--- config.mk ---
export PLATFORM = sky130hd
export DESIGN_NAME = pixel_feeder_flat
export DESIGN_NICKNAME = d
export VERILOG_FILES = /design/src/rtl/pixel_feeder_pkg.sv /design/src/rtl/pixel_feeder_if.sv /design/src/rtl/pixel_fifo.sv /design/src/rtl/pixel_feeder.sv /design/src/flat_wrapper.sv
export SDC_FILE = /design/constraint.sdc
export NUM_CORES = 1
export LEC_CHECK = 0
export ABC_CLOCK_PERIOD_IN_PS = 4140
export BUFFER_PORTS_ARGS = -buffer_cell sky130_fd_sc_hd__buf_4
export CAP_MARGIN = 25
export CORE_MARGIN = 4
export CORE_UTILIZATION = 40
export CTS_CLUSTER_SIZE = 16
export DETAILED_ROUTE_END_ITERATION = 8
export PLACE_DENSITY = 0.6
export SYNTH_ARGS = -nofsm -noshare
export SYNTH_HDL_FRONTEND = slang
export SYNTH_SLANG_ARGS = --single-unit
--- constraint.sdc ---
create_clock -name clk -period 4.14 [get_ports clk]
set_input_delay 0.828 -clock clk [delete_from_list [all_inputs] [get_ports clk]]
set_output_delay 0.828 -clock clk [all_outputs]
set_load 0.02 [all_outputs]
--- src/rtl/pixel_feeder_pkg.sv ---
// Shared types and constants for the pixel feeder: FSM state encoding and frame geometry.
package pixel_feeder_pkg;

  localparam int unsigned PF_PIXELS = 784;
  localparam int unsigned PF_ADDR_W = 16;
  localparam int unsigned PF_CNT_W  = 10;

  typedef enum logic [2:0] {
    IDLE,
    LOAD,
    WAIT_ACK,
    READY,
    SWEEP,
    DRAIN,
    DONE
  } pf_state_t;

endpackage

--- src/rtl/pixel_feeder_if.sv ---
// Pixel source stream plus image-buffer store/read bus; master is the feeder, slave the far side.
interface pixel_feeder_if #(
  parameter int unsigned PIX_W = 16
);
  import pixel_feeder_pkg::*;

  logic                    src_valid;
  logic signed [PIX_W-1:0] src_pixel;
  logic                    src_ready;

  logic                    store;
  logic signed [PIX_W-1:0] image_pixel;
  logic                    store_finish;

  logic [PF_ADDR_W-1:0]    address;
  logic                    start;
  logic                    ready_in;
  logic                    feat_valid;

  modport master (
    input  src_valid, src_pixel, store_finish, ready_in,
    output src_ready, store, image_pixel, address, start, feat_valid
  );

  modport slave (
    output src_valid, src_pixel, store_finish, ready_in,
    input  src_ready, store, image_pixel, address, start, feat_valid
  );

endinterface

--- src/rtl/pixel_fifo.sv ---
// Synchronous FIFO with registered full/empty flags; pushes at full and pops at empty are ignored.
module pixel_fifo #(
  parameter int unsigned Width = 16,
  parameter int unsigned Depth = 16
) (
  input  logic             clk,
  input  logic             n_reset,
  input  logic             push,
  input  logic [Width-1:0] wdata,
  input  logic             pop,
  output logic [Width-1:0] rdata,
  output logic             full,
  output logic             empty
);

  localparam int unsigned AddrW = $clog2(Depth);

  logic [Width-1:0] mem_q [Depth];
  logic [AddrW:0]   wptr_q, wptr_d, rptr_q, rptr_d;
  logic             full_q, empty_q;
  logic             do_push, do_pop;

  assign do_push = push && !full_q;
  assign do_pop  = pop && !empty_q;

  always_comb begin
    wptr_d = wptr_q;
    rptr_d = rptr_q;
    if (do_push) wptr_d = wptr_q + 1'b1;
    if (do_pop)  rptr_d = rptr_q + 1'b1;
  end

  // Extra pointer MSB distinguishes full from empty when the indices match.
  always_ff @(posedge clk or negedge n_reset) begin
    if (!n_reset) begin
      wptr_q  <= '0;
      rptr_q  <= '0;
      full_q  <= 1'b0;
      empty_q <= 1'b1;
    end else begin
      wptr_q  <= wptr_d;
      rptr_q  <= rptr_d;
      full_q  <= (wptr_d[AddrW] != rptr_d[AddrW]) &&
                 (wptr_d[AddrW-1:0] == rptr_d[AddrW-1:0]);
      empty_q <= (wptr_d == rptr_d);
    end
  end

  always_ff @(posedge clk) begin
    if (do_push) mem_q[wptr_q[AddrW-1:0]] <= wdata;
  end

  assign rdata = mem_q[rptr_q[AddrW-1:0]];
  assign full  = full_q;
  assign empty = empty_q;

endmodule

--- src/rtl/pixel_feeder.sv ---
// Buffers a pixel stream, stores one frame into the image buffer, then sweeps its read address.
// Optional store_finish timeout with sticky error: define PIXEL_FEEDER_TIMEOUT_EN.
module pixel_feeder
  import pixel_feeder_pkg::*;
#(
  parameter int unsigned PIXELS      = PF_PIXELS,
  parameter int unsigned PIX_W       = 16,
  parameter int unsigned FIFO_DEPTH  = 16,
  parameter int unsigned ACK_TIMEOUT = 64
) (
  input  logic           clk,
  input  logic           n_reset,
  input  logic           run,
  pixel_feeder_if.master bus,
  output logic           busy,
  output logic           frame_done,
  output logic           error
);

  pf_state_t             state_q, state_d;
  logic [PF_CNT_W-1:0]   pix_cnt_q, pix_cnt_d;
  logic [PF_ADDR_W-1:0]  addr_q, addr_d;
  logic [PIX_W-1:0]      pix_q, pix_d;
  logic                  store_q, store_d;
  logic                  start_q, start_d;
  logic                  done_q, done_d;

  logic                  fifo_full, fifo_empty, fifo_pop;
  logic [PIX_W-1:0]      fifo_rdata;
  logic                  timeout;

  pixel_fifo #(
    .Width (PIX_W),
    .Depth (FIFO_DEPTH)
  ) u_fifo (
    .clk     (clk),
    .n_reset (n_reset),
    .push    (bus.src_valid && !fifo_full),
    .wdata   (bus.src_pixel),
    .pop     (fifo_pop),
    .rdata   (fifo_rdata),
    .full    (fifo_full),
    .empty   (fifo_empty)
  );

  assign bus.src_ready = !fifo_full;
  assign fifo_pop      = (state_q == LOAD) && !fifo_empty;

`ifdef PIXEL_FEEDER_TIMEOUT_EN
  localparam int unsigned AckW = $clog2(ACK_TIMEOUT + 1);

  logic [AckW-1:0] ack_cnt_q;
  logic            error_q;

  assign timeout = (state_q == WAIT_ACK) && !bus.store_finish &&
                   (ack_cnt_q == AckW'(ACK_TIMEOUT - 1));

  always_ff @(posedge clk or negedge n_reset) begin
    if (!n_reset) begin
      ack_cnt_q <= '0;
      error_q   <= 1'b0;
    end else begin
      if ((state_q == WAIT_ACK) && !bus.store_finish && !timeout) begin
        ack_cnt_q <= ack_cnt_q + 1'b1;
      end else begin
        ack_cnt_q <= '0;
      end
      if (timeout) error_q <= 1'b1;
    end
  end

  assign error = error_q;
`else
  logic unused_ack_timeout;
  assign unused_ack_timeout = ^ACK_TIMEOUT;
  assign timeout = 1'b0;
  assign error   = 1'b0;
`endif

  always_comb begin
    state_d   = state_q;
    pix_cnt_d = pix_cnt_q;
    addr_d    = '0;
    pix_d     = pix_q;
    store_d   = 1'b0;
    start_d   = 1'b0;
    done_d    = 1'b0;
    unique case (state_q)
      IDLE: begin
        if (!fifo_empty) state_d = LOAD;
      end
      LOAD: begin
        if (!fifo_empty) begin
          store_d = 1'b1;
          pix_d   = fifo_rdata;
          if (pix_cnt_q == PF_CNT_W'(PIXELS - 1)) begin
            pix_cnt_d = '0;
            state_d   = WAIT_ACK;
          end else begin
            pix_cnt_d = pix_cnt_q + 1'b1;
          end
        end
      end
      WAIT_ACK: begin
        if (bus.store_finish) state_d = READY;
        else if (timeout)     state_d = IDLE;
      end
      READY: begin
        if (run) begin
          state_d = SWEEP;
          addr_d  = PF_ADDR_W'(PIXELS);
          start_d = 1'b1;
        end
      end
      SWEEP: begin
        start_d = 1'b1;
        // Address bottoms out at 1; the following cycle drains the last feature.
        if (addr_q > PF_ADDR_W'(1)) begin
          addr_d = addr_q - 1'b1;
        end else begin
          state_d = DRAIN;
        end
      end
      DRAIN: begin
        state_d = DONE;
        done_d  = 1'b1;
      end
      DONE: begin
        state_d = IDLE;
      end
      default: begin
        state_d = IDLE;
      end
    endcase
  end

  always_ff @(posedge clk or negedge n_reset) begin
    if (!n_reset) begin
      state_q   <= IDLE;
      pix_cnt_q <= '0;
      addr_q    <= '0;
      pix_q     <= '0;
      store_q   <= 1'b0;
      start_q   <= 1'b0;
      done_q    <= 1'b0;
    end else begin
      state_q   <= state_d;
      pix_cnt_q <= pix_cnt_d;
      addr_q    <= addr_d;
      pix_q     <= pix_d;
      store_q   <= store_d;
      start_q   <= start_d;
      done_q    <= done_d;
    end
  end

  assign bus.store       = store_q;
  assign bus.image_pixel = pix_q;
  assign bus.address     = addr_q;
  assign bus.start       = start_q;
  assign bus.feat_valid  = start_q && bus.ready_in;
  assign busy            = (state_q != IDLE);
  assign frame_done      = done_q;

endmodule
--- src/flat_wrapper.sv ---
// flat-port wrapper written by rule: the top's interface ports become plain ports
module pixel_feeder_flat import pixel_feeder_pkg::*;
#(
  parameter int unsigned PIXELS      = PF_PIXELS,
  parameter int unsigned PIX_W       = 16,
  parameter int unsigned FIFO_DEPTH  = 16,
  parameter int unsigned ACK_TIMEOUT = 64
)
  (clk, n_reset, run, busy, frame_done, error, bus_src_valid, bus_src_pixel, bus_store_finish, bus_ready_in, bus_src_ready, bus_store, bus_image_pixel, bus_address, bus_start, bus_feat_valid);
  pixel_feeder_if #(.PIX_W(PIX_W)) bus_i ();
  input  logic clk;
  input  logic n_reset;
  input  logic run;
  output logic busy;
  output logic frame_done;
  output logic error;
  input wire logic [$bits(bus_i.src_valid)-1:0] bus_src_valid;
  input wire logic [$bits(bus_i.src_pixel)-1:0] bus_src_pixel;
  input wire logic [$bits(bus_i.store_finish)-1:0] bus_store_finish;
  input wire logic [$bits(bus_i.ready_in)-1:0] bus_ready_in;
  output wire logic [$bits(bus_i.src_ready)-1:0] bus_src_ready;
  output wire logic [$bits(bus_i.store)-1:0] bus_store;
  output wire logic [$bits(bus_i.image_pixel)-1:0] bus_image_pixel;
  output wire logic [$bits(bus_i.address)-1:0] bus_address;
  output wire logic [$bits(bus_i.start)-1:0] bus_start;
  output wire logic [$bits(bus_i.feat_valid)-1:0] bus_feat_valid;
  assign bus_i.src_valid = bus_src_valid;
  assign bus_i.src_pixel = bus_src_pixel;
  assign bus_i.store_finish = bus_store_finish;
  assign bus_i.ready_in = bus_ready_in;
  assign bus_src_ready = bus_i.src_ready;
  assign bus_store = bus_i.store;
  assign bus_image_pixel = bus_i.image_pixel;
  assign bus_address = bus_i.address;
  assign bus_start = bus_i.start;
  assign bus_feat_valid = bus_i.feat_valid;
  pixel_feeder #(.PIXELS(PIXELS), .PIX_W(PIX_W), .FIFO_DEPTH(FIFO_DEPTH), .ACK_TIMEOUT(ACK_TIMEOUT)) u_core (.clk(clk), .n_reset(n_reset), .run(run), .bus(bus_i), .busy(busy), .frame_done(frame_done), .error(error));
endmodule
==> results.yml, run 1 <==
pwr:
  share_comb_of_total_power: 0.278
  power.share.switching: 0.301
  power.share.clock: 0.288
  intPower_uw: 6900
  switchingPower_uw: 2970
  power_per_cell_area_nw_per_um2: 671
  vdd.ir_drop.worst_mv: 0.555
  report.power.total_uw: 9880
  static-leakage-power_uw: 0.00523
  sequentialPowerShare: 0.434
place:
  place_hpwl_um: 16700
  dp_slack_ps: 1110
  quantity_of_i_o_buffers_inserted_on_ports: 59
  gpl.final_weighted_congestion: 0.791
  placed_cells: 1123
sta:
  max_clock_freq_mhz: 340
  report.final.setup_viol: 0
  post-route-worst-setup-slack_ps: 1200
  final_period_minus_worst_setup_slack_ps: 2940
  slew_viol_final: 0
  final_hold_viol_count: 0
  worst_slew_pin_slew_ps: 1030
  rsz0062_at_grt: "false"
  slew_limit_headroom: 0.314
  fin_tns_setup_ps: 0
  min_period_over_period: 0.711
  timing.hold.ws_ps: 411
  clock-skew-final_ps: 19.2
synth:
  synth_top_area_share: 0.612
  yosysTopAreaCell: "edfxtp_1"
  synthesis.nets: 707
  flip_flop_and_latch_count_after_synthesis: 316
  avgSynthCellArea_um2: 18.6
  ys.flop_type: "edfxtp_1"
  yosysWarningCount: 0
  synth_seq_area_share: 0.731
  most_instantiated_library_cell_after_synthesis: "edfxtp_1"
  yosys-top-cells-area: "edfxtp_1, dfrtp_1, mux4_2"
  syn-instance-count: 677
  synthArstFlopShare: 0.190
  ys_top_cells_by_count: "edfxtp_1, mux4_2, dfrtp_1"
  synth_edf_count: 256
  number_of_distinct_library_cell_variants_in_the_gate_level_netlist_after_synthesis: 49
  netlist_area_um2: 12600
floorplanning:
  io_pins: 61
  core-area_um2: 30700
  core.rowCount: 64
  floorplan.die_area_um2: 34300
  die-width_um: 185
  chipHeight_um: 185
  initial_standard_cell_utilization_of_the_core: 0.409
global_routing:
  grt_antenna_before_repair: 0
  grt_residual_overflow: 0
  vias_in_the_first_global_route: 6769
  global_route_wire_length_before_repair_um: 41400
  global_route.usage.total: 0.162
  grt_max_degree: 61
critical_path:
  category_of_the_worst_setup_path_launch_point: "flip-flop"
  endpoint_kind: "flip-flop"
  required_ps: 4580
  path_class: "flip-flop to flip-flop"
  worst-endpoint-arrival_ps: 3380
  crit_fanout: 29
drt:
  dr.pass1.iters: 5
  ant_nets: 0
  dr_total_vias: 6557
  first_drt_iteration_drcs: 450
  drt_drc_violations_left: 0
  routed_via_density: 5.52
  post_drt_wl_per_cell_um: 23.2
  wl_um: 27500
final_layout:
  layout-drive-gt1-share: 0.297
  nNetsFinal: 795
  areaGrowthSynthToFinish_pct: 17.2
  instances_no_fill: 1187
  antenna_cells: 0
clocking:
  ctsRootBufferMaster: "clkbuf_16"
  h_tree_levels: 2
  post-cts-setup-buffer-count: 0
  cts-buffers-inserted: 34
  clkSinkCount: 316
  cts.repair.resized: 0
  insertion_delay_ps: 510
  holdBufCountCts: 0
  tritoncts: "built"
  path_clk_slew_ps: 50
  clockBufferDepth: 3
outcome:
  outcome: "finished, final reports clean"
run:
  timing.max_cap.violations: 0
min_path:
  hold_path.class: "primary input to async pin"
flip-flops by register name (all words and copies together) (netlist names):
register                flops
u_core.bus.image_pixel     16
u_core.state_q              3
u_core.pix_cnt_q           10
u_core.bus.store            1
u_core.u_fifo.empty         1
u_core.frame_done           1
u_core.bus.address         16
u_core.bus.start            1
u_core.u_fifo.rptr_q        5
u_core.u_fifo.full          1
u_core.u_fifo.wptr_q        5
u_core.u_fifo.mem_q       256
layout make-up:
type | count | area [µm²]
Tap cell | 396 | 495
Timing Repair Buffer | 88 | 736
Inverter | 13 | 61.3
Clock buffer | 51 | 955
Fill cell | 2578 | 16000
Clock inverter | 11 | 92.6
Sequential cell | 316 | 9200
Multi-Input combinational cell | 312 | 3190
path summary, 6_finish.rpt:
kind,cells after the start,start,to,slack [ps]
setup reg to reg,6,u_core.state_q[1],u_core.bus.image_pixel[14],1200
max in group asynchronous,1,n_reset,u_core.u_fifo.rptr_q[0],3130
hold reg to reg,1,u_core.pix_cnt_q[7],u_core.pix_cnt_q[7],510
min in group clk,1,u_core.pix_cnt_q[7],u_core.pix_cnt_q[7],510
setup / recovery,6,u_core.state_q[1],u_core.bus.image_pixel[14],1200
hold / removal,1,n_reset,u_core.pix_cnt_q[7],410
layer usage:
layer	part of all wire	track usage	vias up
met1	0.43	0.225	3409
met2	0.48	0.261	227
li1	-	-	2873
met5	0	0	-
met4	0.025	0.0470	0
met3	0.067	0.0330	48
critical path, stage by stage, from the launching register on:
cell      delay [ps]
dfrtp_1          470
or4b_2           950
buf_12           270
clkinv_8          70
and2_1           690
a21boi_0         280
a221o_1          140
logic make-up (layout without fill, tap and decap cells):
| family | Yosys count | after routing | share of synthesized area |
|---|---|---|---|
| compound gates | 52 | 52 | 0.0320 |
| xor+xnor | 25 | 25 | 0.0185 |
| fa+ha+maj | 8 | 8 | 0.00797 |
| buf+inv | 49 | 163 | 0.0180 |
| flops | 316 | 316 | 0.731 |
| mux | 97 | 97 | 0.141 |
| other cells | 1 | 1 | 0.000298 |
| simple gates | 129 | 129 | 0.0513 |
power by group through the flow:
stage / Clock, µW / Combinational, µW / Sequential [µW]
2_1_floorplan: 0 / 1940 / 4180
5_1_grt: 3050 / 2990 / 4320
3_3_place_gp: 0 / 2560 / 4440
4_1_cts: 2920 / 2640 / 4410
6_report: 2840 / 2750 / 4280
3_5_place_dp: 0 / 2630 / 4470
metrics by stage:
stage,area [µm²],utilization
floorplan,12600,-
global placement,13600,0.441
detailed placement,13600,0.443
CTS,14700,0.477
global route,14700,0.479
finish,14700,0.479
layout by cell type, fill, tap and decap left out, types with 7 or more instances in the layout:
cell,netlist,routed
nand2_1,21,21
ha_1,8,8
clkbuf_16,0,34
mux2_2,15,15
mux4_2,62,62
clkbuf_1,16,13
edfxtp_1,256,256
nor2_1,33,23
inv_1,12,12
nor2_2,0,10
dfrtp_1,59,56
a221o_1,16,16
nor3_1,30,26
xnor2_1,18,18
a21oi_1,7,7
o21ai_0,14,14
mux2i_1,20,20
buf_4,1,82
(Power assumes the default switching activity.)
==> inputs of run 2 (changes only) <==
Settings changed: ABC_AREA set to 1, ABC_CLOCK_PERIOD_IN_PS 4140 to 2700, PLACE_DENSITY 0.6 to 0.62.
Clock period 4.14 ns to 2.7 ns, I/O delays scaled along.
==> run 2 against run 1 <==
Net effect:
- register-to-register slack worse by 610 ps
- worst setup slack worse by 610 ps
- final cell count is 44% higher
- critical endpoint is now u_core.bus.image_pixel[15]
- highest routed layer unchanged
- sequential share of layout area is 2.4 points lower
- fmax is 39% higher
- critical path type unchanged
- first-iteration DRC count is 73% higher
==> results.yml, run 2 <==
outcome:
  outcome: "finished, final reports clean"
synth:
  synth_edf_count: 256
  netlist_area_um2: 13100
  synth_top_family_by_area: "simple AND/OR/NAND/NOR gates"
  avgSynthCellArea_um2: 11.2
  synthesis.nets: 1203
  synth_top_area_share: 0.586
  synth_seq_area_share: 0.700
  yosysWarningCount: 0
  most_instantiated_library_cell_after_synthesis: "edfxtp_1"
  muxShareOfSynthArea: 0
  yosysTopAreaCell: "edfxtp_1"
  yosys-top-cells-area: "edfxtp_1, dfrtp_1, nor2_1"
  area_fraction_in_compound_gates_after_synthesis: 0.0684
  flip_flop_and_latch_count_after_synthesis: 316
  synth-simple-area-share: 0.177
  synth-adder-area-share: 0.00763
  ys.flop_type: "edfxtp_1"
  ys_top_cells_by_count: "edfxtp_1, nor2_1, nand2_1"
  number_of_distinct_library_cell_variants_in_the_gate_level_netlist_after_synthesis: 34
  synthXorXnorAreaFrac: 0.00867
  syn-instance-count: 1173
  synthArstFlopShare: 0.190
final_layout:
  instances_no_fill: 1711
  areaGrowthSynthToFinish_pct: 16.6
  commonest_non_fill_non_tap_cell_in_the_layout: "edfxtp_1"
  mostFrequentLayoutCells: "edfxtp_1, nor2_1, nand2_1"
  antenna_cells: 0
  layout-drive-gt1-share: 0.132
  nNetsFinal: 1277
  largest_register_ff_count: 256
  seq_area_um2: 9200
  layout.filler_cells: 2901
  multi_input_area_um2: 3490
pwr:
  sequentialPowerShare: 0.522
  power.share.clock: 0.400
  power_per_cell_area_nw_per_um2: 720
  vdd.ir_drop.worst_mv: 0.530
  intPower_uw: 8490
  share_comb_of_total_power: 0.078
  static-leakage-power_uw: 0.00576
  power.share.switching: 0.230
  switchingPower_uw: 2530
sta:
  slew_limit_headroom: 0.343
  report.final.setup_viol: 0
  worst_slew_pin_slew_ps: 985
  final_period_minus_worst_setup_slack_ps: 2110
  max_clock_freq_mhz: 473
  clock-skew-final_ps: 10.4
  slew_viol_final: 0
  post-route-worst-setup-slack_ps: 587
  fin_tns_setup_ps: 0
  final_hold_viol_count: 0
  timing.hold.ws_ps: 141
  min_period_over_period: 0.783
  rsz0062_at_grt: "false"
clocking:
  clockBufferDepth: 3
  post-cts-setup-buffer-count: 0
  clkSinkCount: 316
  tritoncts: "built"
  cts-buffers-inserted: 34
  insertion_delay_ps: 500
  path_clk_slew_ps: 60
  holdBufCountCts: 0
  h_tree_levels: 2
  cts.repair.resized: 0
  ctsRootBufferMaster: "clkbuf_16"
floorplanning:
  initial_standard_cell_utilization_of_the_core: 0.404
  io_pins: 61
  core-area_um2: 32500
  floorplan.die_area_um2: 35800
  core.rowCount: 66
  chipHeight_um: 189
  die-width_um: 189
global_routing:
  vias_in_the_first_global_route: 8491
  grt_antenna_before_repair: 0
  grt_residual_overflow: 0
  global_route_wire_length_before_repair_um: 50100
  grt_max_degree: 133
  global_route.usage.total: 0.180
critical_path:
  required_ps: 3070
  worst-endpoint-arrival_ps: 2490
  endpoint_kind: "flip-flop"
  crit_fanout: 35
  r2r_slack_ps: 590
  path_class: "flip-flop to flip-flop"
  category_of_the_worst_setup_path_launch_point: "flip-flop"
min_path:
  hold_path.class: "primary input to async pin"
place:
  quantity_of_i_o_buffers_inserted_on_ports: 59
  gpl.final_weighted_congestion: 0.835
  placed_cells: 1652
  place_hpwl_um: 18800
  dp_slack_ps: 435
run:
  timing.max_cap.violations: 0
drt:
  routed_via_density: 5.12
  dr_total_vias: 8766
  ant_nets: 0
  first_drt_iteration_drcs: 779
  post_drt_wl_per_cell_um: 18.8
  dr.pass1.iters: 5
  wl_um: 32200
  drt_drc_violations_left: 0
run 2: cell type report:
class,count,area share
multi-input cells,746,0.228
flip-flops and latches,316,0.601
repair buffers,94,0.0530
clock buffers,49,0.0641
clock inverters,9,0.00458
inverters,55,0.0136
well taps,442,0.0361
run 2: per-stage QoR:
step | power, µW | util | area (µm²)
after floorplan | 6260 | - | 13100
after global placement | 6670 | 0.437 | 14200
after detailed placement | 6710 | 0.439 | 14200
after CTS | 11100 | 0.471 | 15300
after global routing | 11400 | 0.472 | 15300
final | 11000 | 0.472 | 15300
run 2: power by group through the flow:
| stage | clock network (µW) | registers (µW) | logic (µW) |
|---|---|---|---|
| 3_5_place_dp | 0 | 5850 | 856 |
| 4_1_cts | 4500 | 5750 | 859 |
| 6_report | 4410 | 5760 | 863 |
| 2_1_floorplan | 0 | 5830 | 428 |
| 5_1_grt | 4710 | 5780 | 959 |
| 3_3_place_gp | 0 | 5840 | 826 |
run 2: logic make-up (layout without fill, tap and decap cells):
kind of cell | count (synthesis) | in the layout
simple gates | 561 | 561
xor+xnor | 13 | 13
buf+inv | 111 | 207
fa+ha+maj | 8 | 8
flops | 316 | 316
compound gates | 163 | 163
other cells | 1 | 1
run 2: worst max-delay path: stages, from the launching register on:
cell	delay, ps
dfrtp_4	440
clkinv_2	420
buf_12	360
o21ai_0	210
o211ai_1	120
nand2_1	100
nor2_1	50
nor2_1	220
nor2_1	70
run 2: routing by layer:
| layer | part of all wire | GRT usage |
|---|---|---|
| met3 | 0.046 | 0.0253 |
| met2 | 0.50 | 0.305 |
| met4 | 0.015 | 0.0409 |
| met1 | 0.44 | 0.249 |
| met5 | 0 | 0 |
run 2: path summary, 6_finish.rpt:
path | cells past startpoint | from | to
worst max-delay path | 8 | u_core.u_fifo.rptr_q[0] | u_core.bus.image_pixel[15]
max in group asynchronous | 1 | n_reset | u_core.u_fifo.rptr_q[0]
worst max register to register | 8 | u_core.u_fifo.rptr_q[0] | u_core.bus.image_pixel[15]
min in group clk | 1 | bus_src_pixel[7] | u_core.u_fifo.mem_q[12][7]
worst min register to register | 2 | u_core.bus.image_pixel[14] | u_core.bus.image_pixel[14]
worst min-delay path | 1 | n_reset | u_core.bus.address[15]
==> inputs of run 3 (changes only) <==
Settings changed: ABC_CLOCK_PERIOD_IN_PS 2700 to 1800.
Clock period 2.7 ns to 1.8 ns, I/O delays scaled along.
==> run 3 against run 2 <==
Net effect:
- clock power rose by 53%
- worst hold slack improved by 13 ps
- largest power group unchanged
- largest cell class unchanged
- sequential share of layout area fell by 2.1 points
- critical path type is now flip-flop to output port
- combinational power rose by 87%
- global-route usage fell by 0.52 points
- routed wire length fell by 1.6%
==> results.yml, run 3 (synthesis results as in run 2) <==
outcome:
  outcome: "finished, final reports clean"
clocking:
  path_clk_slew_ps: 60
  clockBufferDepth: 3
  clkSinkCount: 316
  ctsRootBufferMaster: "clkbuf_16"
  tritoncts: "built"
  insertion_delay_ps: 510
  cts-buffers-inserted: 34
  h_tree_levels: 2
place:
  quantity_of_i_o_buffers_inserted_on_ports: 59
  gpl.final_weighted_congestion: 0.819
  place_hpwl_um: 19000
  postPlaceCellArea_um2: 14700
global_routing:
  grt_max_degree: 57
  vias_in_the_first_global_route: 8509
  global_route.usage.total: 0.175
  global_route_wire_length_before_repair_um: 49200
  grt_antenna_before_repair: 0
  grt_residual_overflow: 0
sta:
  slew_viol_final: 0
  rsz0062_at_grt: "false"
  min_period_over_period: 0.971
  final_period_minus_worst_setup_slack_ps: 1750
  final_hold_viol_count: 0
  worst_slew_pin_slew_ps: 572
  slew_limit_headroom: 0.617
  max_clock_freq_mhz: 572
  clock-skew-final_ps: 12.7
  report.final.setup_viol: 0
final_layout:
  layout-drive-gt1-share: 0.167
  nNetsFinal: 1314
  areaGrowthSynthToFinish_pct: 20.9
  antenna_cells: 0
  post-route-util: 0.489
  stdcell_area_um2: 15900
  commonest_non_fill_non_tap_cell_in_the_layout: "edfxtp_1"
  largest_register_ff_count: 256
  mostFrequentLayoutCells: "edfxtp_1, nor2_1, nand2_1"
floorplanning:
  floorplan.die_area_um2: 35800
  core-area_um2: 32500
  core.rowCount: 66
  io_pins: 61
  chipHeight_um: 189
  die-width_um: 189
  initial_standard_cell_utilization_of_the_core: 0.404
critical_path:
  required_ps: 1440
  category_of_the_worst_setup_path_launch_point: "flip-flop"
  critical_path.reg2reg.startpoint: "u_core.u_fifo.wptr_q[0]"
  r2r_slack_ps: 90
  reg2reg_depth: 6
  path_class: "flip-flop to output port"
  crit_fanout: 7
  worst-endpoint-arrival_ps: 1390
  terminus_of_the_critical_flop_to_flop_path: "u_core.u_fifo.mem_q[10][14]"
  endpoint_kind: "output port"
  crit_path_start: "u_core.state_q[1]"
  crit_end: "busy"
min_path:
  hold_path.class: "primary input to flip-flop"
drt:
  first_drt_iteration_drcs: 751
  ant_nets: 0
  post_drt_wl_per_cell_um: 18.1
  drt_drc_violations_left: 0
  wl_um: 31700
  dr_total_vias: 8826
  routed_via_density: 5.04
  dr.pass1.iters: 5
pwr:
  static-leakage-power_uw: 0.00603
  sequentialPowerShare: 0.507
  share_comb_of_total_power: 0.095
  vdd.ir_drop.worst_mv: 0.742
  switchingPower_uw: 4030
  intPower_uw: 12900
  power.share.clock: 0.398
  report.power.total_uw: 17000
  power.share.switching: 0.237
  power_per_cell_area_nw_per_um2: 1070
run:
  timing.max_cap.violations: 0
[run 3: final cells by class]
class                      count  area [µm²]
timing repair buffer         131        1300
clock buffer                  40         905
inverter                      55         208
tap                          442         553
sequential                   316        9200
fill                        2814       16600
clock inverter                21         181
multi-input combinational    746        3520
[run 3: power by group through the flow]
stage          clock, µW  combinational (µW)  sequential (µW)
5_1_grt             7210                1760             8650
2_1_floorplan          0                 646             8750
3_5_place_dp           0                1550             8760
3_3_place_gp           0                1510             8750
4_1_cts             6890                1580             8610
6_report            6750                1610             8610
[run 3: worst min path at each step]
stage	slack, ps	cells past startpoint	start	end
after CTS	140	1	bus_src_pixel[0]	u_core.u_fifo.mem_q[13][0]
after global placement	290	1	n_reset	u_core.pix_cnt_q[5]
after detailed placement	280	1	n_reset	u_core.pix_cnt_q[7]
final	150	1	bus_src_pixel[2]	u_core.u_fifo.mem_q[11][2]
after floorplan	60	0	n_reset	u_core.bus.address[0]
after global routing	150	1	bus_src_pixel[6]	u_core.u_fifo.mem_q[4][6]
[run 3: through the flow]
step / hold slack (ps) / setup slack (ps) / std cells / setup TNS [ps]
5_1_grt: 155 / 4.94 / 1751 / 0
6_report: 155 / 52.3 / 1751 / 0
3_3_place_gp: 291 / -204 / 1682 / -11010
4_1_cts: 136 / 5.51 / 1746 / 0
2_1_floorplan: 64.4 / -214 / 1173 / -45430
3_5_place_dp: 284 / -293 / 1683 / -12790
[run 3: critical path, stage by stage (launching register included)]
cell     delay [ps]
dfrtp_2         410
inv_2            70
buf_6           120
nand3_1         100
buf_4           170
[run 3: timing repair]
action                     4_1_cts  5_1_grt
setup endpoints to repair       65       41
hold endpoints to repair        18        0
gates resized for setup          5        6
hold buffers                     1        0
setup buffers                    1        5
pin swaps                        0        2
[run 3: per-layer routing]
layer  vias up  GRT usage  wire [µm]
met3        49     0.0297       1530
met5         -          0          0
li1       4299          -          -
met2       206      0.287      15200
met4         0     0.0485        704
met1      4272      0.243      14300
